===== config.mk =====
export PLATFORM = sky130hd
export DESIGN_NAME = regfile_writeback_unit_flat
export DESIGN_NICKNAME = d
export VERILOG_FILES = /design/src/rtl/regfile_writeback_unit_pkg.sv /design/src/rtl/regfile_writeback_unit_if.sv /design/src/rtl/regfile_writeback_unit_wb_fifo.sv /design/src/rtl/regfile_writeback_unit.sv /design/src/flat_wrapper.sv
export SDC_FILE = /design/constraint.sdc
export NUM_CORES = 1
export LEC_CHECK = 0
export CAP_MARGIN = 5
export CELL_PAD_IN_SITES_DETAIL_PLACEMENT = 0
export CELL_PAD_IN_SITES_GLOBAL_PLACEMENT = 2
export CORE_MARGIN = 4
export CORE_UTILIZATION = 34
export CTS_CLUSTER_DIAMETER = 80
export DETAILED_ROUTE_END_ITERATION = 8
export PLACE_DENSITY = 0.8
export SLEW_MARGIN = 20
export SYNTH_ARGS = -nofsm -noshare
export SYNTH_HDL_FRONTEND = slang
export SYNTH_SLANG_ARGS = --single-unit

===== constraint.sdc =====
create_clock -name clock_i -period 3.2 [get_ports clock_i]
set_input_delay 0.48 -clock clock_i [delete_from_list [all_inputs] [get_ports clock_i]]
set_output_delay 0.48 -clock clock_i [all_outputs]
set_load 0.05 [all_outputs]

===== src/rtl/regfile_writeback_unit_pkg.sv =====
// Shared constants for the register-file write-back front end.
package regfile_writeback_unit_pkg;

    // Width of one register value.
    localparam int WB_DATA_WIDTH = 32;
    // Register index width (32 architectural registers).
    localparam int WB_ADDR_WIDTH = 5;
    // Number of buffered writes; must be a power of two and at least 2.
    localparam int WB_FIFO_DEPTH = 4;
    // Number of architectural registers addressed by the write port.
    localparam int WB_NUM_REGS   = 1 << WB_ADDR_WIDTH;
    // Index of the hard-wired zero register; writes to it are dropped.
    localparam int WB_X0_IDX     = 0;

endpackage : regfile_writeback_unit_pkg


===== src/rtl/regfile_writeback_unit_if.sv =====
// Bundle of the ALU/load handshakes, the register-file write port and the
// status outputs of the write-back unit.
interface regfile_writeback_unit_if #(
    parameter int DATA_WIDTH = regfile_writeback_unit_pkg::WB_DATA_WIDTH,
    parameter int ADDR_WIDTH = regfile_writeback_unit_pkg::WB_ADDR_WIDTH,
    parameter int FIFO_DEPTH = regfile_writeback_unit_pkg::WB_FIFO_DEPTH
);
    localparam int CNT_WIDTH = $clog2(FIFO_DEPTH) + 1;
    localparam int NUM_REGS  = 1 << ADDR_WIDTH;

    // ALU result channel
    logic                   alu_valid_i;
    logic                   alu_ready_o;
    logic [ADDR_WIDTH-1:0]  alu_rd_i;
    logic [DATA_WIDTH-1:0]  alu_data_i;

    // Load result channel
    logic                   mem_valid_i;
    logic                   mem_ready_o;
    logic [ADDR_WIDTH-1:0]  mem_rd_i;
    logic [DATA_WIDTH-1:0]  mem_data_i;

    // Register-file write port
    logic                   wr_stall_i;
    logic                   reg_write_o;
    logic [ADDR_WIDTH-1:0]  wr_register_o;
    logic [DATA_WIDTH-1:0]  wr_data_o;

    // Status towards decode/hazard logic
    logic [NUM_REGS-1:0]    pending_o;
    logic [CNT_WIDTH-1:0]   count_o;

    // Producer side: pipeline stages and the register file environment.
    modport master (
        output alu_valid_i, alu_rd_i, alu_data_i,
        output mem_valid_i, mem_rd_i, mem_data_i,
        output wr_stall_i,
        input  alu_ready_o, mem_ready_o,
        input  reg_write_o, wr_register_o, wr_data_o,
        input  pending_o, count_o
    );

    // Consumer side: the write-back unit itself.
    modport slave (
        input  alu_valid_i, alu_rd_i, alu_data_i,
        input  mem_valid_i, mem_rd_i, mem_data_i,
        input  wr_stall_i,
        output alu_ready_o, mem_ready_o,
        output reg_write_o, wr_register_o, wr_data_o,
        output pending_o, count_o
    );

endinterface : regfile_writeback_unit_if


===== src/rtl/regfile_writeback_unit_wb_fifo.sv =====
// Dual-push, single-pop synchronous FIFO of {rd, data} entries. Push slot 0
// is always the older entry; push slot 1 lands right behind it. The per-entry
// valid vector and destination indices are exposed so the owner can build a
// pending-write mask without a second copy of the queue.
module regfile_writeback_unit_wb_fifo
    import regfile_writeback_unit_pkg::*;
#(
    parameter int DATA_WIDTH = WB_DATA_WIDTH,
    parameter int ADDR_WIDTH = WB_ADDR_WIDTH,
    parameter int FIFO_DEPTH = WB_FIFO_DEPTH
) (
    input  logic                                  clk,
    input  logic                                  rst_n,
    input  logic                                  push0_en_i,
    input  logic [ADDR_WIDTH-1:0]                 push0_rd_i,
    input  logic [DATA_WIDTH-1:0]                 push0_data_i,
    input  logic                                  push1_en_i,
    input  logic [ADDR_WIDTH-1:0]                 push1_rd_i,
    input  logic [DATA_WIDTH-1:0]                 push1_data_i,
    input  logic                                  pop_en_i,
    output logic [ADDR_WIDTH-1:0]                 head_rd_o,
    output logic [DATA_WIDTH-1:0]                 head_data_o,
    output logic [$clog2(FIFO_DEPTH):0]           count_o,
    output logic [FIFO_DEPTH-1:0]                 entry_valid_o,
    output logic [FIFO_DEPTH-1:0][ADDR_WIDTH-1:0] entry_rd_o
);
    localparam int PTR_WIDTH = $clog2(FIFO_DEPTH);
    localparam int CNT_WIDTH = PTR_WIDTH + 1;
    localparam logic [PTR_WIDTH-1:0] PTR_ONE = PTR_WIDTH'(1);

    logic [FIFO_DEPTH-1:0][ADDR_WIDTH-1:0] slot_rd_q,    slot_rd_d;
    logic [FIFO_DEPTH-1:0][DATA_WIDTH-1:0] slot_data_q,  slot_data_d;
    logic [FIFO_DEPTH-1:0]                 slot_valid_q, slot_valid_d;
    logic [PTR_WIDTH-1:0]                  wr_ptr_q,     wr_ptr_d;
    logic [PTR_WIDTH-1:0]                  rd_ptr_q,     rd_ptr_d;
    logic [CNT_WIDTH-1:0]                  count_q,      count_d;
    logic [PTR_WIDTH-1:0]                  push1_slot_s;
    logic [1:0]                            push_cnt_s;

    // Next-state of storage, pointers and occupancy for up to two pushes and one pop.
    always_comb begin
        slot_rd_d    = slot_rd_q;
        slot_data_d  = slot_data_q;
        slot_valid_d = slot_valid_q;
        push_cnt_s   = {1'b0, push0_en_i} + {1'b0, push1_en_i};

        if (push0_en_i) begin
            push1_slot_s = wr_ptr_q + PTR_ONE;
        end else begin
            push1_slot_s = wr_ptr_q;
        end

        // Pushed slots are always free slots, so they never coincide with the popped head.
        for (int i = 0; i < FIFO_DEPTH; i++) begin
            if (push0_en_i && (wr_ptr_q == PTR_WIDTH'(i))) begin
                slot_rd_d[i]    = push0_rd_i;
                slot_data_d[i]  = push0_data_i;
                slot_valid_d[i] = 1'b1;
            end else if (push1_en_i && (push1_slot_s == PTR_WIDTH'(i))) begin
                slot_rd_d[i]    = push1_rd_i;
                slot_data_d[i]  = push1_data_i;
                slot_valid_d[i] = 1'b1;
            end else if (pop_en_i && (rd_ptr_q == PTR_WIDTH'(i))) begin
                slot_valid_d[i] = 1'b0;
            end else begin
                slot_valid_d[i] = slot_valid_q[i];
            end
        end

        // Pointers wrap naturally because the depth is a power of two.
        wr_ptr_d = wr_ptr_q + PTR_WIDTH'(push_cnt_s);
        rd_ptr_d = rd_ptr_q + PTR_WIDTH'(pop_en_i);
        count_d  = count_q + CNT_WIDTH'(push_cnt_s) - CNT_WIDTH'(pop_en_i);
    end

    // State registers with synchronous active-low reset.
    always_ff @(posedge clk) begin
        if (!rst_n) begin
            slot_rd_q    <= '0;
            slot_data_q  <= '0;
            slot_valid_q <= '0;
            wr_ptr_q     <= '0;
            rd_ptr_q     <= '0;
            count_q      <= '0;
        end else begin
            slot_rd_q    <= slot_rd_d;
            slot_data_q  <= slot_data_d;
            slot_valid_q <= slot_valid_d;
            wr_ptr_q     <= wr_ptr_d;
            rd_ptr_q     <= rd_ptr_d;
            count_q      <= count_d;
        end
    end

    assign head_rd_o     = slot_rd_q[rd_ptr_q];
    assign head_data_o   = slot_data_q[rd_ptr_q];
    assign count_o       = count_q;
    assign entry_valid_o = slot_valid_q;
    assign entry_rd_o    = slot_rd_q;

endmodule : regfile_writeback_unit_wb_fifo


===== src/rtl/regfile_writeback_unit.sv =====
// Write-side front end of the register file: accepts ALU and load results,
// drops writes to x0, queues the rest (load before ALU when both arrive in
// one cycle) and drains them one per cycle into the single write port.
// Also publishes which registers still have a queued write.
module regfile_writeback_unit
    import regfile_writeback_unit_pkg::*;
#(
    parameter int DATA_WIDTH = WB_DATA_WIDTH,
    parameter int ADDR_WIDTH = WB_ADDR_WIDTH,
    parameter int FIFO_DEPTH = WB_FIFO_DEPTH
) (
    input  logic                     clock_i,
    input  logic                     reset_i,
    regfile_writeback_unit_if.slave  wb
);
    localparam int CNT_WIDTH = $clog2(FIFO_DEPTH) + 1;
    localparam int NUM_REGS  = 1 << ADDR_WIDTH;

    localparam logic [CNT_WIDTH-1:0]  CNT_ZERO    = CNT_WIDTH'(0);
    localparam logic [CNT_WIDTH-1:0]  CNT_FULL    = CNT_WIDTH'(FIFO_DEPTH);
    localparam logic [CNT_WIDTH-1:0]  CNT_FULL_M1 = CNT_WIDTH'(FIFO_DEPTH - 1);
    localparam logic [CNT_WIDTH-1:0]  CNT_FULL_M2 = CNT_WIDTH'(FIFO_DEPTH - 2);
    localparam logic [ADDR_WIDTH-1:0] X0_RD       = ADDR_WIDTH'(WB_X0_IDX);

    logic [CNT_WIDTH-1:0]                  count_s;
    logic [ADDR_WIDTH-1:0]                 head_rd_s;
    logic [DATA_WIDTH-1:0]                 head_data_s;
    logic [FIFO_DEPTH-1:0]                 entry_valid_s;
    logic [FIFO_DEPTH-1:0][ADDR_WIDTH-1:0] entry_rd_s;

    logic                  alu_ready_s;
    logic                  mem_ready_s;
    logic                  alu_push_s;
    logic                  mem_push_s;
    logic                  push0_en_s;
    logic [ADDR_WIDTH-1:0] push0_rd_s;
    logic [DATA_WIDTH-1:0] push0_data_s;
    logic                  push1_en_s;
    logic [ADDR_WIDTH-1:0] push1_rd_s;
    logic [DATA_WIDTH-1:0] push1_data_s;
    logic                  pop_s;
    logic                  reg_write_s;
    logic [ADDR_WIDTH-1:0] wr_register_s;
    logic [DATA_WIDTH-1:0] wr_data_s;
    logic [NUM_REGS-1:0]   pending_s;

    // Ready from registered occupancy only; the load gets the last free slot.
    always_comb begin
        alu_ready_s = 1'b0;
        mem_ready_s = 1'b0;
        if (reset_i) begin
            mem_ready_s = (count_s < CNT_FULL);
            alu_ready_s = (count_s <= CNT_FULL_M2) ||
                          ((count_s == CNT_FULL_M1) && !wb.mem_valid_i);
        end else begin
            alu_ready_s = 1'b0;
            mem_ready_s = 1'b0;
        end
        // A completed handshake to x0 consumes no slot.
        mem_push_s = wb.mem_valid_i && mem_ready_s && (wb.mem_rd_i != X0_RD);
        alu_push_s = wb.alu_valid_i && alu_ready_s && (wb.alu_rd_i != X0_RD);
    end

    // Push ordering: the load is the older instruction, so it goes in first.
    always_comb begin
        push0_en_s   = 1'b0;
        push0_rd_s   = wb.alu_rd_i;
        push0_data_s = wb.alu_data_i;
        push1_en_s   = 1'b0;
        push1_rd_s   = wb.alu_rd_i;
        push1_data_s = wb.alu_data_i;
        if (mem_push_s) begin
            push0_en_s   = 1'b1;
            push0_rd_s   = wb.mem_rd_i;
            push0_data_s = wb.mem_data_i;
            push1_en_s   = alu_push_s;
        end else begin
            push0_en_s   = alu_push_s;
            push1_en_s   = 1'b0;
        end
    end

    // Write port: present the head whenever one exists; write unless stalled or in reset.
    always_comb begin
        reg_write_s   = 1'b0;
        wr_register_s = X0_RD;
        wr_data_s     = {DATA_WIDTH{1'b0}};
        if (count_s != CNT_ZERO) begin
            wr_register_s = head_rd_s;
            wr_data_s     = head_data_s;
            reg_write_s   = !wb.wr_stall_i && reset_i;
        end else begin
            reg_write_s   = 1'b0;
        end
        pop_s = reg_write_s;
    end

    // Pending mask: one-hot of every queued destination, OR-ed together; x0 never pends.
    always_comb begin
        pending_s = {NUM_REGS{1'b0}};
        for (int i = 0; i < FIFO_DEPTH; i++) begin
            if (entry_valid_s[i]) begin
                pending_s[entry_rd_s[i]] = 1'b1;
            end else begin
                pending_s = pending_s;
            end
        end
        pending_s[WB_X0_IDX] = 1'b0;
    end

    regfile_writeback_unit_wb_fifo #(
        .DATA_WIDTH (DATA_WIDTH),
        .ADDR_WIDTH (ADDR_WIDTH),
        .FIFO_DEPTH (FIFO_DEPTH)
    ) u_wb_fifo (
        .clk           (clock_i),
        .rst_n         (reset_i),
        .push0_en_i    (push0_en_s),
        .push0_rd_i    (push0_rd_s),
        .push0_data_i  (push0_data_s),
        .push1_en_i    (push1_en_s),
        .push1_rd_i    (push1_rd_s),
        .push1_data_i  (push1_data_s),
        .pop_en_i      (pop_s),
        .head_rd_o     (head_rd_s),
        .head_data_o   (head_data_s),
        .count_o       (count_s),
        .entry_valid_o (entry_valid_s),
        .entry_rd_o    (entry_rd_s)
    );

    assign wb.alu_ready_o   = alu_ready_s;
    assign wb.mem_ready_o   = mem_ready_s;
    assign wb.reg_write_o   = reg_write_s;
    assign wb.wr_register_o = wr_register_s;
    assign wb.wr_data_o     = wr_data_s;
    assign wb.pending_o     = pending_s;
    assign wb.count_o       = count_s;

endmodule : regfile_writeback_unit

===== src/flat_wrapper.sv =====
// flat-port wrapper written by rule: the top's interface ports become plain ports
module regfile_writeback_unit_flat import regfile_writeback_unit_pkg::*;
#(
    parameter int DATA_WIDTH = WB_DATA_WIDTH,
    parameter int ADDR_WIDTH = WB_ADDR_WIDTH,
    parameter int FIFO_DEPTH = WB_FIFO_DEPTH
)
  (clock_i, reset_i, wb_alu_valid_i, wb_alu_rd_i, wb_alu_data_i, wb_mem_valid_i, wb_mem_rd_i, wb_mem_data_i, wb_wr_stall_i, wb_alu_ready_o, wb_mem_ready_o, wb_reg_write_o, wb_wr_register_o, wb_wr_data_o, wb_pending_o, wb_count_o);
  regfile_writeback_unit_if #(.DATA_WIDTH(DATA_WIDTH), .ADDR_WIDTH(ADDR_WIDTH), .FIFO_DEPTH(FIFO_DEPTH)) wb_i ();
  input  logic clock_i;
  input  logic reset_i;
  input wire logic [$bits(wb_i.alu_valid_i)-1:0] wb_alu_valid_i;
  input wire logic [$bits(wb_i.alu_rd_i)-1:0] wb_alu_rd_i;
  input wire logic [$bits(wb_i.alu_data_i)-1:0] wb_alu_data_i;
  input wire logic [$bits(wb_i.mem_valid_i)-1:0] wb_mem_valid_i;
  input wire logic [$bits(wb_i.mem_rd_i)-1:0] wb_mem_rd_i;
  input wire logic [$bits(wb_i.mem_data_i)-1:0] wb_mem_data_i;
  input wire logic [$bits(wb_i.wr_stall_i)-1:0] wb_wr_stall_i;
  output wire logic [$bits(wb_i.alu_ready_o)-1:0] wb_alu_ready_o;
  output wire logic [$bits(wb_i.mem_ready_o)-1:0] wb_mem_ready_o;
  output wire logic [$bits(wb_i.reg_write_o)-1:0] wb_reg_write_o;
  output wire logic [$bits(wb_i.wr_register_o)-1:0] wb_wr_register_o;
  output wire logic [$bits(wb_i.wr_data_o)-1:0] wb_wr_data_o;
  output wire logic [$bits(wb_i.pending_o)-1:0] wb_pending_o;
  output wire logic [$bits(wb_i.count_o)-1:0] wb_count_o;
  assign wb_i.alu_valid_i = wb_alu_valid_i;
  assign wb_i.alu_rd_i = wb_alu_rd_i;
  assign wb_i.alu_data_i = wb_alu_data_i;
  assign wb_i.mem_valid_i = wb_mem_valid_i;
  assign wb_i.mem_rd_i = wb_mem_rd_i;
  assign wb_i.mem_data_i = wb_mem_data_i;
  assign wb_i.wr_stall_i = wb_wr_stall_i;
  assign wb_alu_ready_o = wb_i.alu_ready_o;
  assign wb_mem_ready_o = wb_i.mem_ready_o;
  assign wb_reg_write_o = wb_i.reg_write_o;
  assign wb_wr_register_o = wb_i.wr_register_o;
  assign wb_wr_data_o = wb_i.wr_data_o;
  assign wb_pending_o = wb_i.pending_o;
  assign wb_count_o = wb_i.count_o;
  regfile_writeback_unit #(.DATA_WIDTH(DATA_WIDTH), .ADDR_WIDTH(ADDR_WIDTH), .FIFO_DEPTH(FIFO_DEPTH)) u_core (.clock_i(clock_i), .reset_i(reset_i), .wb(wb_i));
endmodule

# Word-level counts from Yosys, hierarchy flattened
# Index checks and enable logic that the tools add are counted.
[totals]
register_bits = 159
input_bits = 79
out_inout_bits = 75
wordCells = 138
[classes]
add_sub_neg = 6
magnitude_cmp = 11
n_eq_ne = 10
n_mux = 54
bitwise = 3
reduce_logical = 39
[op_table]
columns = ["op", "n"]
rows = [
  ["2-to-1 mux 32 bit", 15],
  ["OR 32 bit", 3],
  ["binary-select mux 32 bit (select 2 bit)", 1],
  ["2-to-1 mux 5 bit", 11],
  ["less-than comparator 5 x 6 -> 1 bit (second input constant)", 4],
  ["logical AND 1 bit", 22],
  ["2-to-1 mux 1 bit", 21],
  ["demux 1 bit (select 5 bit)", 4],
  [">= comparator 5 x 1 -> 1 bit (second input constant)", 4],
  ["nonzero test 3 bit", 5],
  ["equality test 2 bit (second input constant)", 6],
  ["binary-select mux 5 bit (select 2 bit)", 1],
  ["nonzero test 5 bit", 2],
  ["nonzero test 2 bit", 4],
  ["equality test 2 x 1 -> 1 bit (second input constant)", 3],
  ["logical NOT 2 bit", 3],
  ["adder 3 x 2 -> 3 bit", 1],
  ["equality test 3 x 2 -> 1 bit (second input constant)", 1],
  ["less-or-equal comparator 3 x 2 -> 1 bit (second input constant)", 1],
  ["less-than comparator 2 x 3 -> 1 bit (second input constant)", 1],
  ["less-than comparator 3 bit (second input constant)", 1],
  ["subtractor 3 x 1 -> 3 bit", 1],
  ["adder 1 x 1 -> 2 bit", 1],
  ["adder 2 x 1 -> 2 bit", 1],
  ["5 further kinds", 6],
]

# Longest topological paths before layout
# Gate-level depths: netlist of the first run.
[logic_depth]
depth_word = 12
mapped_depth = 15

# By module
# From an unflattened synthesis of the first run, not the netlist that was laid out.
[hier_totals]
cells_unflattened = 1347
area_unflattened_um2 = 11603.6
[modules_own_cells]
columns = ["module", "n_inst", "cells_per_inst", "area_each_um2"]
rows = [
  ["regfile_writeback_unit_wb_fifo", 1, 1116, 9848.2],
  ["regfile_writeback_unit", 1, 231, 1755.4],
]

# Worst setup path after synthesis of the first run
# OpenSTA, ideal clock, no wires.
[synth_path]
path_type = "input to register"
from = "input port reset_i"
to = "register u_core.u_wb_fifo.slot_data_q[10] (netlist bit)"
arrival_time_ns = 3.951
required_ns = 3.062
path_slack_ns = -0.889
path_stages = 13
cell_sequence = "buf_2 inv_2 buf_2 a311oi_1 nand3_1 inv_1 ha_1 buf_2 nor4bb_1 a2111oi_4 clkbuf_1 nand2_1 o221ai_1"
[synth_between]
elab_chain_len = 8
[synth_rtl]
columns = ["element", "line_no", "source"]
rows = [
  ["from (decl)", "flat_wrapper.sv:11", "input logic reset_i;"],
  ["2-to-1 mux 1 bit *", "regfile_writeback_unit.sv:51", "if (reset_i) begin"],
  ["via wb_alu_ready_o", "flat_wrapper.sv:19", "output wire logic [$bits(wb_i.alu_ready_o)-1:0] wb_alu_ready_o;"],
  ["logical AND 1 bit * (2 in series)", "regfile_writeback_unit.sv:61", "alu_push_s = wb.alu_valid_i && alu_ready_s && (wb.alu_rd_i != X0_RD);"],
  ["2-to-1 mux 1 bit", "regfile_writeback_unit.sv:72", "if (mem_push_s) begin"],
  ["2-to-1 mux 2 bit", "regfile_writeback_unit_wb_fifo.sv:47", "if (push0_en_i) begin"],
  ["logical NOT 2 bit", "regfile_writeback_unit_wb_fifo.sv:59", "end else if (push1_en_i && (push1_slot_s == PTR_WIDTH'(i))) begin"],
  ["logical AND 1 bit", "regfile_writeback_unit_wb_fifo.sv:59", ""],
  ["nonzero test 2 bit (no line)", "n/a", ""],
  ["to (signal assigned)", "regfile_writeback_unit_wb_fifo.sv:87", "slot_data_q <= slot_data_d;"],
  ["to (decl)", "regfile_writeback_unit_wb_fifo.sv:32", "logic [FIFO_DEPTH-1:0][DATA_WIDTH-1:0] slot_data_q, slot_data_d;"],
]
# Mark *: on every way through the listed nets, which the timed path passes. The rest lies on a longest branch.
# A chain may end at the register's enable or synchronous reset.

# Worst setup path in the final report of the first run
[layout_path]
from = "register u_core.u_wb_fifo.slot_valid_q[1], in the netlist u_core.u_wb_fifo.entry_valid_o[1]"
to = "output port wb_pending_o[9]"
[layout_between]
elab_chain_len = 5
[layout_rtl]
columns = ["element", "line_no", "source"]
rows = [
  ["from (decl)", "regfile_writeback_unit_wb_fifo.sv:33", "logic [FIFO_DEPTH-1:0] slot_valid_q, slot_valid_d;"],
  ["from (signal assigned)", "regfile_writeback_unit_wb_fifo.sv:88", "slot_valid_q <= slot_valid_d;"],
  ["2-to-1 mux 32 bit *", "regfile_writeback_unit.sv:102", "if (entry_valid_s[i]) begin"],
  ["OR 32 bit (no line)", "n/a", ""],
  ["2-to-1 mux 32 bit *", "regfile_writeback_unit.sv:102", ""],
  ["OR 32 bit (no line)", "n/a", ""],
  ["2-to-1 mux 32 bit *", "regfile_writeback_unit.sv:102", ""],
  ["to (decl)", "flat_wrapper.sv:24", "output wire logic [$bits(wb_i.pending_o)-1:0] wb_pending_o;"],
]
# Every way passes the cells marked *; elsewhere a longest branch is shown, timed or not.

==> results of run 1 <==
-- cells by family (layout without fill, tap and decap cells) --
logic type      Yosys count  in the layout  synth area share
xor+xnor                  5              5           0.00470
simple gates            344            344             0.182
buf+inv                 109            269            0.0522
fa+ha+maj                13             13            0.0183
other cells               1              1          0.000402
compound gates          248            248             0.237
mux                     101            101             0.164
flops                   159            159             0.342
-- sequential cells by signal, summed over array words and instances, names as in the netlist --
name / flops
u_core.u_wb_fifo.entry_rd_o: 20
u_core.u_wb_fifo.wr_ptr_q: 2
u_core.u_wb_fifo.rd_ptr_q: 2
u_core.u_wb_fifo.slot_data_q: 128
u_core.u_wb_fifo.count_o: 3
u_core.u_wb_fifo.entry_valid_o: 4
-- cells in the mapped netlist, types with 7 or more instances --
library cell,instances,area [um^2]
a21oi_1,9,45.0
a221o_1,93,931
a22oi_1,12,90.1
and2_1,10,62.6
and3b_1,9,78.8
buf_1,7,26.3
buf_2,26,130
clkbuf_1,49,184
dfxtp_1,159,3180
ha_1,12,150
inv_1,18,67.6
mux2_2,29,327
mux2i_1,32,320
mux4_2,37,833
nand2_1,125,469
nand3_1,11,55.1
nand3b_1,12,90.1
nor2_1,95,357
nor2b_1,39,244
nor3b_1,9,67.6
o21ai_0,9,45.0
o221ai_1,79,692
o22ai_1,17,106
or3b_2,7,61.3
-- metal layers --
metal / vias to the layer above / wire length (um) / track usage
li1: 4089 / - / -
met3: 55 / 2110 / 0.0377
met4: 2 / 683 / 0.0712
met2: 385 / 15600 / 0.354
met5: - / 7 / 0
met1: 4387 / 14700 / 0.282
-- worst max-delay path: cells and delay by family, from the launching register on --
family / cells / cell delay (ns)
buffers and inverters: 1 / 0.86
flip-flops: 1 / 0.48
AO/OA/AOI/OAI: 2 / 0.26
AND/OR/NAND/NOR: 2 / 0.66
-- power groups by stage --
stage	Sequential, W	Combinational (W)	Clock (W)
floorplan	0.00238	0.00170	0
global placement	0.00242	0.00280	0
detailed placement	0.00242	0.00280	0
CTS	0.00238	0.00281	0.00222
global route	0.00241	0.00298	0.00229
finish	0.00239	0.00280	0.00218
-- per-stage QoR --
stage | hold WS [ns] | area [um^2] | cells | TNS (ns)
5_1_grt | 0.476 | 12300 | 1481 | -0.164
4_1_cts | 0.460 | 12300 | 1481 | 0
3_5_place_dp | 0.444 | 11600 | 1450 | -2.02
2_1_floorplan | 0.427 | 9350 | 980 | 0
3_3_place_gp | 0.437 | 11600 | 1450 | -0.100
6_report | 0.459 | 12300 | 1481 | 0
-- layout make-up --
cell class,instances,area (um^2),area share
Timing Repair Buffer,217,2230,0.182
Sequential cell,159,3190,0.260
Tap cell,341,427,0.0348
Multi-Input combinational cell,712,5710,0.466
Clock inverter,12,185,0.0151
Inverter,21,78.8,0.00643
Clock buffer,19,443,0.0361
-- worst max path at each step --
stage | cells after the start | endpoint | startpoint | slack, ns
CTS | 4 | wb_wr_data_o[16] | u_core.u_wb_fifo.rd_ptr_q[1] | 0.07
finish | 5 | wb_pending_o[9] | u_core.u_wb_fifo.entry_valid_o[1] | 0.03
global route | 4 | wb_pending_o[8] | u_core.u_wb_fifo.entry_rd_o[3] | -0.05
global placement | 10 | u_core.u_wb_fifo.slot_data_q[125] | reset_i | -0.02
detailed placement | 10 | u_core.u_wb_fifo.entry_rd_o[2] | wb_mem_rd_i[4] | -0.07
floorplan | 15 | u_core.u_wb_fifo.count_o[2] | reset_i | 0.0004
==> flow_summary_export.csv, run 1 <==
group,metric,value,unit
outcome,run_status,"finished clean",
floorplanning,placement_rows,60,
worst_hold_path,hold_crit_endpoint,"u_core.u_wb_fifo.slot_data_q[15]",
pwr,pwr-share-comb,0.380,
route,ant_nets,0,
pwr,cellInternalPower,0.00463,W
synthesis,synthDistinctLibCells,63,
floorplanning,coreArea,0.0270,mm^2
timing,period_share,0.990,
pwr,power.density,601,mW/mm^2
timing,setup_slack,0.0322,ns
synthesis,yosys_most_used_dff,"dfxtp_1",
clock_network,clock_latency,0.43,ns
route,route.detailed.wl_per_inst,22.4,um
worst_hold_path,holdCritPathClass,"reg2reg",
clock_network,cts_num_sinks,159,
clock_network,numCtsBuffers,17,
worst_hold_path,hold-path-cell-count,2,
critical_path,rrSetupSlack,0.55,ns
synthesis,syn-instance-count,980,
timing,maxSlewViolCount,0,
cells_and_area,synthToLayoutAreaGrowth,31.6,%
critical_path,worstPathMaxFanout,7,
timing,max-slew-margin-rel,0.546,
clock_network,cts_resized,0,
route,dr.first_iter.drc_count,862,
cells_and_area,num_antenna_cells,0,
pwr,ir_worst_vdd,399,uV
cells_and_area,mostFrequentLayoutCell,"dfxtp_1",
critical_path,cpPeakStageDelay,0.86,ns
critical_path,arrival,2.69,ns
critical_path,rr_startpoint,"u_core.u_wb_fifo.wr_ptr_q[1]",
timing,fin_worst_skew,0.00722,ns
pwr,clockPowerShare,0.296,
clock_network,clk_pin_slew_worst_paths,0.06,ns
global_routing,grt_pass1_wl,51.8,mm
pwr,total_switching_power,0.00274,W
place,dp_slack,-0.0731,ns
synthesis,synthArstFlopShare,0,
timing,timing_worst_slew_pin_value,0.674,ns
pwr,share_seq_of_total_power,0.324,
clock_network,holdBufCountCts,0,
synthesis,post_synth_edffs,0,
critical_path,worstSetupEndpointType,"output pin",
synthesis,avgSynthCellArea,9.51,um^2
global_routing,grt_pass1_vias,8928,
critical_path,timing.critical_path.from_type,"register",
place,hpwlAfterDp,22.4,mm
worst_hold_path,timing.hold.worst.start,"u_core.u_wb_fifo.slot_data_q[15]",
global_routing,number_of_antenna_violations_at_the_first_check_in_global_routing,1,
timing,finalCriticalPeriod,3.17,ns
critical_path,worst_path_max_delay_cell,"clkdlybuf4s50_1",
synthesis,synth_sequential_area_ratio,0.342,
floorplanning,io_pins,154,
synthesis,synth.cell_area,0.00932,mm^2
synthesis,yosys_warns,0,
floorplanning,initial_utilization,0.346,
timing,finalSetupViolations,0,
pwr,report.power.total,0.00738,W
clock_network,cts_buffer_depth,2,
floorplanning,chipHeight,174,um
synthesis,ys_seq_elements,159,
timing,grt_setup_unrepaired,"yes",
pwr,switching_share,0.372,
timing,fmax,0.316,GHz
route,detail_route.wirelength,33.1,mm
cells_and_area,fraction_of_final_layout_cells_sized_beyond_drive_strength_1,0.174,
clock_network,postCtsSetupRepairBufs,0,
critical_path,worst-setup-path-type,"reg2out",
global_routing,global_route.overflow_total,0,
clock_network,h-tree-depth,4,
flow_run,cap_violations,0,
route,detail_route.drc_violations,0,
cells_and_area,final_util,0.455,
critical_path,critical_path_required,2.72,ns
critical_path,worstPathCellList,"nand2_1 -> nor2_1 -> a22oi_1 -> o221ai_1 -> clkdlybuf4s50_1",
route,firstDrtPassIters,5,
critical_path,worstRegToRegCells,7,
timing,report.final.hold_viol_count,0,
synthesis,synthesis.nets,1072,
global_routing,grt_use_total,0.213,
floorplanning,die_x,174,um
route,via_count_of_the_routed_design,8918,
cells_and_area,fillerInstances,2547,
floorplanning,design.die.area,0.0301,mm^2
clock_network,tritoncts,"built",
global_routing,grt_start_max_net_pins,66,
critical_path,crit-reg2reg-capture,"u_core.u_wb_fifo.slot_data_q[123]",
clock_network,clockRootBuffer,"clkbuf_16",
cells_and_area,net_count_final,1220,
cells_and_area,layout_common_cells,"154 x dfxtp_1, 149 x clkdlybuf4s50_1, 125 x nand2_1",
place,gp_routability_congestion,0.844,
place,port_buffers,152,
route,vias_per_cell,6.02,
pwr,leakage,4.48,nW
Note: power is estimated with default switching activity, not from simulation.
==> inputs of run 2 (changes only) <==
--- a/config.mk
+++ b/config.mk
@@ -12,6 +12,7 @@
 export CORE_UTILIZATION = 34
 export CTS_CLUSTER_DIAMETER = 80
 export DETAILED_ROUTE_END_ITERATION = 8
+export MAX_ROUTING_LAYER = met4
 export PLACE_DENSITY = 0.8
 export SLEW_MARGIN = 20
 export SYNTH_ARGS = -nofsm -noshare
==> run 2 against run 1 <==
  * Total power rose by 0.11%
  * Critical path depth is the same
  * Non-clock buffer count did not move
  * Critical path type unchanged
  * Largest cell class unchanged
==> flow_summary_export.csv, run 2 (synthesis gave the netlist of run 1 again) <==
group,metric,value,unit
pwr,total_switching_power,0.00275,W
route,top_signal_layer_used,"met4",
pwr,cellInternalPower,0.00464,W
pwr,ir_worst_vdd,398,uV
critical_path,arrival,2.63,ns
clock_network,cts_num_sinks,159,
timing,finalCriticalPeriod,3.11,ns
route,firstDrtPassIters,7,
clock_network,postCtsSetupRepairBufs,0,
critical_path,worst_path_max_delay_cell,"clkdlybuf4s50_1",
route,ant_nets,0,
critical_path,worstPathMaxFanout,7,
cells_and_area,multi_input_area,0.00572,mm^2
global_routing,grt_pass1_wl,51.8,mm
global_routing,number_of_antenna_violations_at_the_first_check_in_global_routing,1,
clock_network,numCtsBuffers,17,
critical_path,worstSetupEndpointType,"output pin",
cells_and_area,largest_register_ffs,128,
critical_path,worst-setup-path-type,"reg2out",
cells_and_area,mostFrequentLayoutCell,"dfxtp_1",
outcome,run_status,"finished clean",
clock_network,cts_resized,0,
timing,finalSetupTns,0,ns
floorplanning,initial_utilization,0.346,
floorplanning,io_pins,154,
worst_hold_path,holdCritPathClass,"reg2reg",
timing,period_share,0.971,
timing,fin_worst_skew,0.00780,ns
critical_path,critical_path_required,2.72,ns
clock_network,holdBufCountCts,0,
pwr,share_seq_of_total_power,0.324,
timing,report.final.hold_viol_count,0,
cells_and_area,regMostFlops,"u_core.u_wb_fifo.slot_data_q",
cells_and_area,fillerInstances,2547,
clock_network,h-tree-depth,4,
timing,timing_worst_slew_pin_value,0.676,ns
cells_and_area,fraction_of_final_layout_cells_sized_beyond_drive_strength_1,0.175,
cells_and_area,final_area,0.0123,mm^2
route,detail_route.drc_violations,0,
timing,maxSlewViolCount,0,
route,wl_met1,14.9,mm
timing,setup_slack,0.0914,ns
clock_network,cts_buffer_depth,2,
route,dr.first_iter.drc_count,849,
floorplanning,coreArea,0.0270,mm^2
place,hpwlAfterDp,22.4,mm
floorplanning,placement_rows,60,
critical_path,worstPathCellList,"nand2_1 -> nor2_1 -> a22oi_1 -> o221ai_1 -> clkdlybuf4s50_1",
place,dp_slack,-0.0731,ns
route,route.met2.wl,15.5,mm
global_routing,grt_use_total,0.220,
global_routing,global_route.overflow_total,0,
pwr,power.density,601,mW/mm^2
cells_and_area,sequential_cell_area_in_the_final_layout,0.00319,mm^2
clock_network,clock_latency,0.43,ns
route,via_count_of_the_routed_design,8924,
clock_network,tritoncts,"built",
pwr,clockPowerShare,0.296,
timing,fmax,0.322,GHz
pwr,switching_share,0.372,
place,port_buffers,152,
critical_path,cpPeakStageDelay,0.86,ns
pwr,leakage,4.51,nW
pwr,pwr-share-comb,0.380,
global_routing,grt_start_max_net_pins,66,
place,gp_routability_congestion,0.857,
cells_and_area,net_count_final,1220,
cells_and_area,synthToLayoutAreaGrowth,31.7,%
place,place_area,0.0116,mm^2
route,route.detailed.wl_per_inst,22.3,um
critical_path,timing.critical_path.from_type,"register",
timing,max-slew-margin-rel,0.545,
clock_network,clockRootBuffer,"clkbuf_16",
floorplanning,chipHeight,174,um
route,routed-wl-met3,2.03,mm
flow_run,cap_violations,0,
timing,timing.hold.ws,0.459,ns
route,vias_per_cell,6.02,
floorplanning,design.die.area,0.0301,mm^2
clock_network,clk_pin_slew_worst_paths,0.06,ns
floorplanning,die_x,174,um
route,detail_route.wirelength,33.1,mm
timing,grt_setup_unrepaired,"no",
global_routing,grt_pass1_vias,8945,
timing,finalSetupViolations,0,
cells_and_area,layout_common_cells,"154 x dfxtp_1, 148 x clkdlybuf4s50_1, 125 x nand2_1",
## run 2: cell types whose count changed in the layout (fill, tap and decap cells not counted), sizes merged
cell,change
clkdlybuf4s50,-1
diode,+1
dlymetal6s2s,+1
## run 2: power by group through the flow
stage / clock network [W] / registers [W] / logic [W]
3_5_place_dp: 0 / 0.00242 / 0.00280
2_1_floorplan: 0 / 0.00238 / 0.00170
6_report: 0.00219 / 0.00239 / 0.00280
3_3_place_gp: 0 / 0.00242 / 0.00280
5_1_grt: 0.00230 / 0.00241 / 0.00298
4_1_cts: 0.00222 / 0.00238 / 0.00281
## run 2: cell type report
type	instances	area share
clock inverter	12	0.0151
clock buffer	19	0.0361
timing repair buffer	217	0.182
inverter	21	0.00642
multi-input combinational	712	0.466
tap	341	0.0347
sequential	159	0.260
antenna	1	0.000204
## run 2: path summary, 6_finish.rpt
path                            slack, ns  cells after the start                              from                           endpoint
worst min register to register       0.46                      2  u_core.u_wb_fifo.slot_data_q[83]   u_core.u_wb_fifo.slot_data_q[83]
worst min-delay path                 0.46                      2  u_core.u_wb_fifo.slot_data_q[83]   u_core.u_wb_fifo.slot_data_q[83]
worst max register to register       0.53                      7      u_core.u_wb_fifo.wr_ptr_q[1]  u_core.u_wb_fifo.slot_data_q[117]
worst max-delay path                 0.09                      5    u_core.u_wb_fifo.entry_rd_o[5]                    wb_pending_o[9]
## run 2: metrics by stage
stage          cells  utilization  total power, W
2_1_floorplan    980            -         0.00408
3_3_place_gp    1450        0.431         0.00523
3_5_place_dp    1450        0.431         0.00523
4_1_cts         1481        0.455         0.00742
5_1_grt         1482        0.456         0.00769
6_report        1482        0.456         0.00738
## run 2: critical path: cells and delay by family, from the launching register on
| kind | cells | cell delay [ns] |
|---|---|---|
| compound gates | 2 | 0.26 |
| buf+inv | 1 | 0.86 |
| flops | 1 | 0.47 |
| simple gates | 2 | 0.61 |
## run 2: routing by layer
layer / up-vias / track usage
met5: - / -
met4: 0 / 0.0722
met3: 55 / 0.0356
met2: 394 / 0.354
met1: 4384 / 0.284
li1: 4091 / -
==> inputs of run 3 (changes only) <==
--- a/config.mk
+++ b/config.mk
@@ -13,7 +13,7 @@
 export CTS_CLUSTER_DIAMETER = 80
 export DETAILED_ROUTE_END_ITERATION = 8
 export MAX_ROUTING_LAYER = met4
-export PLACE_DENSITY = 0.8
+export PLACE_DENSITY_LB_ADDON = 0.08
 export SLEW_MARGIN = 20
 export SYNTH_ARGS = -nofsm -noshare
 export SYNTH_HDL_FRONTEND = slang
==> run 3 against run 2 <==
  * Setup slack improved by 0.0064 ns
  * Critical path depth did not move
  * Clock power fell by 5%
  * Cell count rose by 1.5%
  * First-iteration DRC count fell by 20%
  * Via count rose by 0.49%
  * Combinational power rose by 5%
  * Clock skew rose by 0.0088 ns
  * Sequential share of layout area fell by 0.50 points
  * Fmax rose by 0.21%
  * Total power rose by 0.27%
  * Non-clock buffer count rose by 22
==> flow_summary_export.csv, run 3 (synthesis gave the netlist of run 1 again) <==
group,metric,value,unit
outcome,run_status,"finished clean",
critical_path,worstSetupEndpointType,"output pin",
cells_and_area,largest_register_ffs,128,
timing,timing_worst_slew_pin_value,0.586,ns
timing,grt_setup_unrepaired,"no",
pwr,leakage,4.75,nW
clock_network,numCtsBuffers,17,
clock_network,clockRootBuffer,"clkbuf_16",
flow_run,cap_violations,0,
cells_and_area,synthToLayoutAreaGrowth,34.3,%
timing,fmax,0.322,GHz
floorplanning,placement_rows,60,
clock_network,h-tree-depth,4,
route,ant_nets,0,
route,detail_route.drc_violations,0,
clock_network,postCtsSetupRepairBufs,0,
route,route.detailed.wl_per_inst,23.5,um
cells_and_area,mostFrequentLayoutCell,"dfxtp_1",
place,gp_routability_congestion,0.844,
route,routed-wl-met3,2.16,mm
place,hpwlAfterDp,23.7,mm
timing,fin_worst_skew,0.0166,ns
floorplanning,design.die.area,0.0301,mm^2
timing,maxSlewViolCount,0,
floorplanning,coreArea,0.0270,mm^2
route,via_count_of_the_routed_design,8968,
cells_and_area,final_area,0.0125,mm^2
global_routing,global_route.overflow_total,0,
global_routing,grt_start_max_net_pins,66,
place,dp_slack,-0.0618,ns
timing,report.final.hold_viol_count,0,
clock_network,clk_pin_slew_worst_paths,0.06,ns
route,wl_met1,15.1,mm
route,route.met2.wl,17.4,mm
clock_network,cts_buffer_depth,2,
timing,finalSetupViolations,0,
place,place_area,0.0119,mm^2
clock_network,tritoncts,"built",
pwr,ir_worst_vdd,350,uV
timing,setup_slack,0.0978,ns
route,top_signal_layer_used,"met4",
floorplanning,chipHeight,174,um
cells_and_area,layout_common_cells,"155 x dfxtp_1, 137 x clkdlybuf4s50_1, 125 x nand2_1",
timing,max-slew-margin-rel,0.604,
floorplanning,io_pins,154,
route,firstDrtPassIters,5,
floorplanning,die_x,174,um
place,port_buffers,152,
cells_and_area,net_count_final,1242,
global_routing,grt_use_total,0.235,
critical_path,timing.critical_path.from_type,"register",
timing,period_share,0.969,
clock_network,cts_num_sinks,159,
pwr,power.density,592,mW/mm^2
global_routing,grt_pass1_vias,9194,
critical_path,critical_path_required,2.72,ns
pwr,report.power.total,0.00740,W
critical_path,arrival,2.62,ns
route,dr.first_iter.drc_count,679,
floorplanning,initial_utilization,0.346,
clock_network,clock_latency,0.43,ns
global_routing,number_of_antenna_violations_at_the_first_check_in_global_routing,1,
global_routing,grt_pass1_wl,54.6,mm
route,detail_route.wirelength,35.3,mm
critical_path,worstPathMaxFanout,6,
worst_hold_path,holdCritPathClass,"reg2reg",
timing,finalCriticalPeriod,3.10,ns
cells_and_area,fraction_of_final_layout_cells_sized_beyond_drive_strength_1,0.194,
critical_path,worst-setup-path-type,"reg2out",
cells_and_area,regMostFlops,"u_core.u_wb_fifo.slot_data_q",
route,vias_per_cell,5.96,
[run 3: cell count changes in the layout (fill, tap and decap cells not counted), sizes merged]
cell | before | now
dlymetal6s2s | 1 | 7
clkinv | 6 | 4
buf | 68 | 95
clkinvlp | 1 | 3
clkbuf | 19 | 18
clkdlybuf4s50 | 148 | 137
bufinv | 4 | 2
inv | 22 | 25
[run 3: power breakdown]
part | internal [W] | switching [W] | leakage (nW)
Clock | 0.00118 | 0.000890 | 0.282
Sequential | 0.00219 | 0.000196 | 1.29
Combinational | 0.00120 | 0.00174 | 3.17
[run 3: layout make-up]
| cell class | instances | area, um^2 |
|---|---|---|
| fill | 2587 | 14400 |
| multi-input combinational | 712 | 5720 |
| sequential | 159 | 3190 |
| timing repair buffer | 239 | 2510 |
| clock buffer | 18 | 439 |
| tap | 341 | 427 |
| clock inverter | 13 | 151 |
| inverter | 21 | 80.1 |
| antenna | 1 | 2.50 |
[run 3: worst max-delay path: stages, from the launching register on]
cell	delay, ns
dfxtp_1	0.38
buf_4	0.18
or3b_2	0.52
o22ai_1	0.16
a221o_1	0.17
clkdlybuf4s50_1	0.81
[run 3: routing by layer]
layer,up-vias,global-route usage
met3,47,0.0414
met2,373,0.397
met4,0,0.0612
met5,-,-
met1,4416,0.293
li1,4132,-
[run 3: repair_timing]
item / CTS / global route
resized for setup: 1 / 10
cloned: 0 / 0
pin swaps: 0 / 0
setup endpoints to repair: 6 / 11
hold buffers: 0 / 0
hold endpoints to repair: 0 / 0
[run 3: final timing paths]
path                                                        from  depth (start not counted)  slack, ns                                to
worst max register to register       u_core.u_wb_fifo.count_o[2]                          8       0.52    u_core.u_wb_fifo.entry_rd_o[2]
worst min register to register  u_core.u_wb_fifo.slot_data_q[88]                          2       0.46  u_core.u_wb_fifo.slot_data_q[88]
worst max-delay path             u_core.u_wb_fifo.entry_rd_o[17]                          5        0.1                  wb_pending_o[17]
worst min-delay path            u_core.u_wb_fifo.slot_data_q[88]                          2       0.46  u_core.u_wb_fifo.slot_data_q[88]
[run 3: stage by stage]
step	cells	hold slack [ns]	setup TNS, ns	util
2_1_floorplan	980	0.427	0	-
3_3_place_gp	1472	0.438	-0.524	0.441
3_5_place_dp	1472	0.445	-1.32	0.441
4_1_cts	1503	0.460	0	0.463
5_1_grt	1504	0.482	0	0.464
6_report	1504	0.459	0	0.464
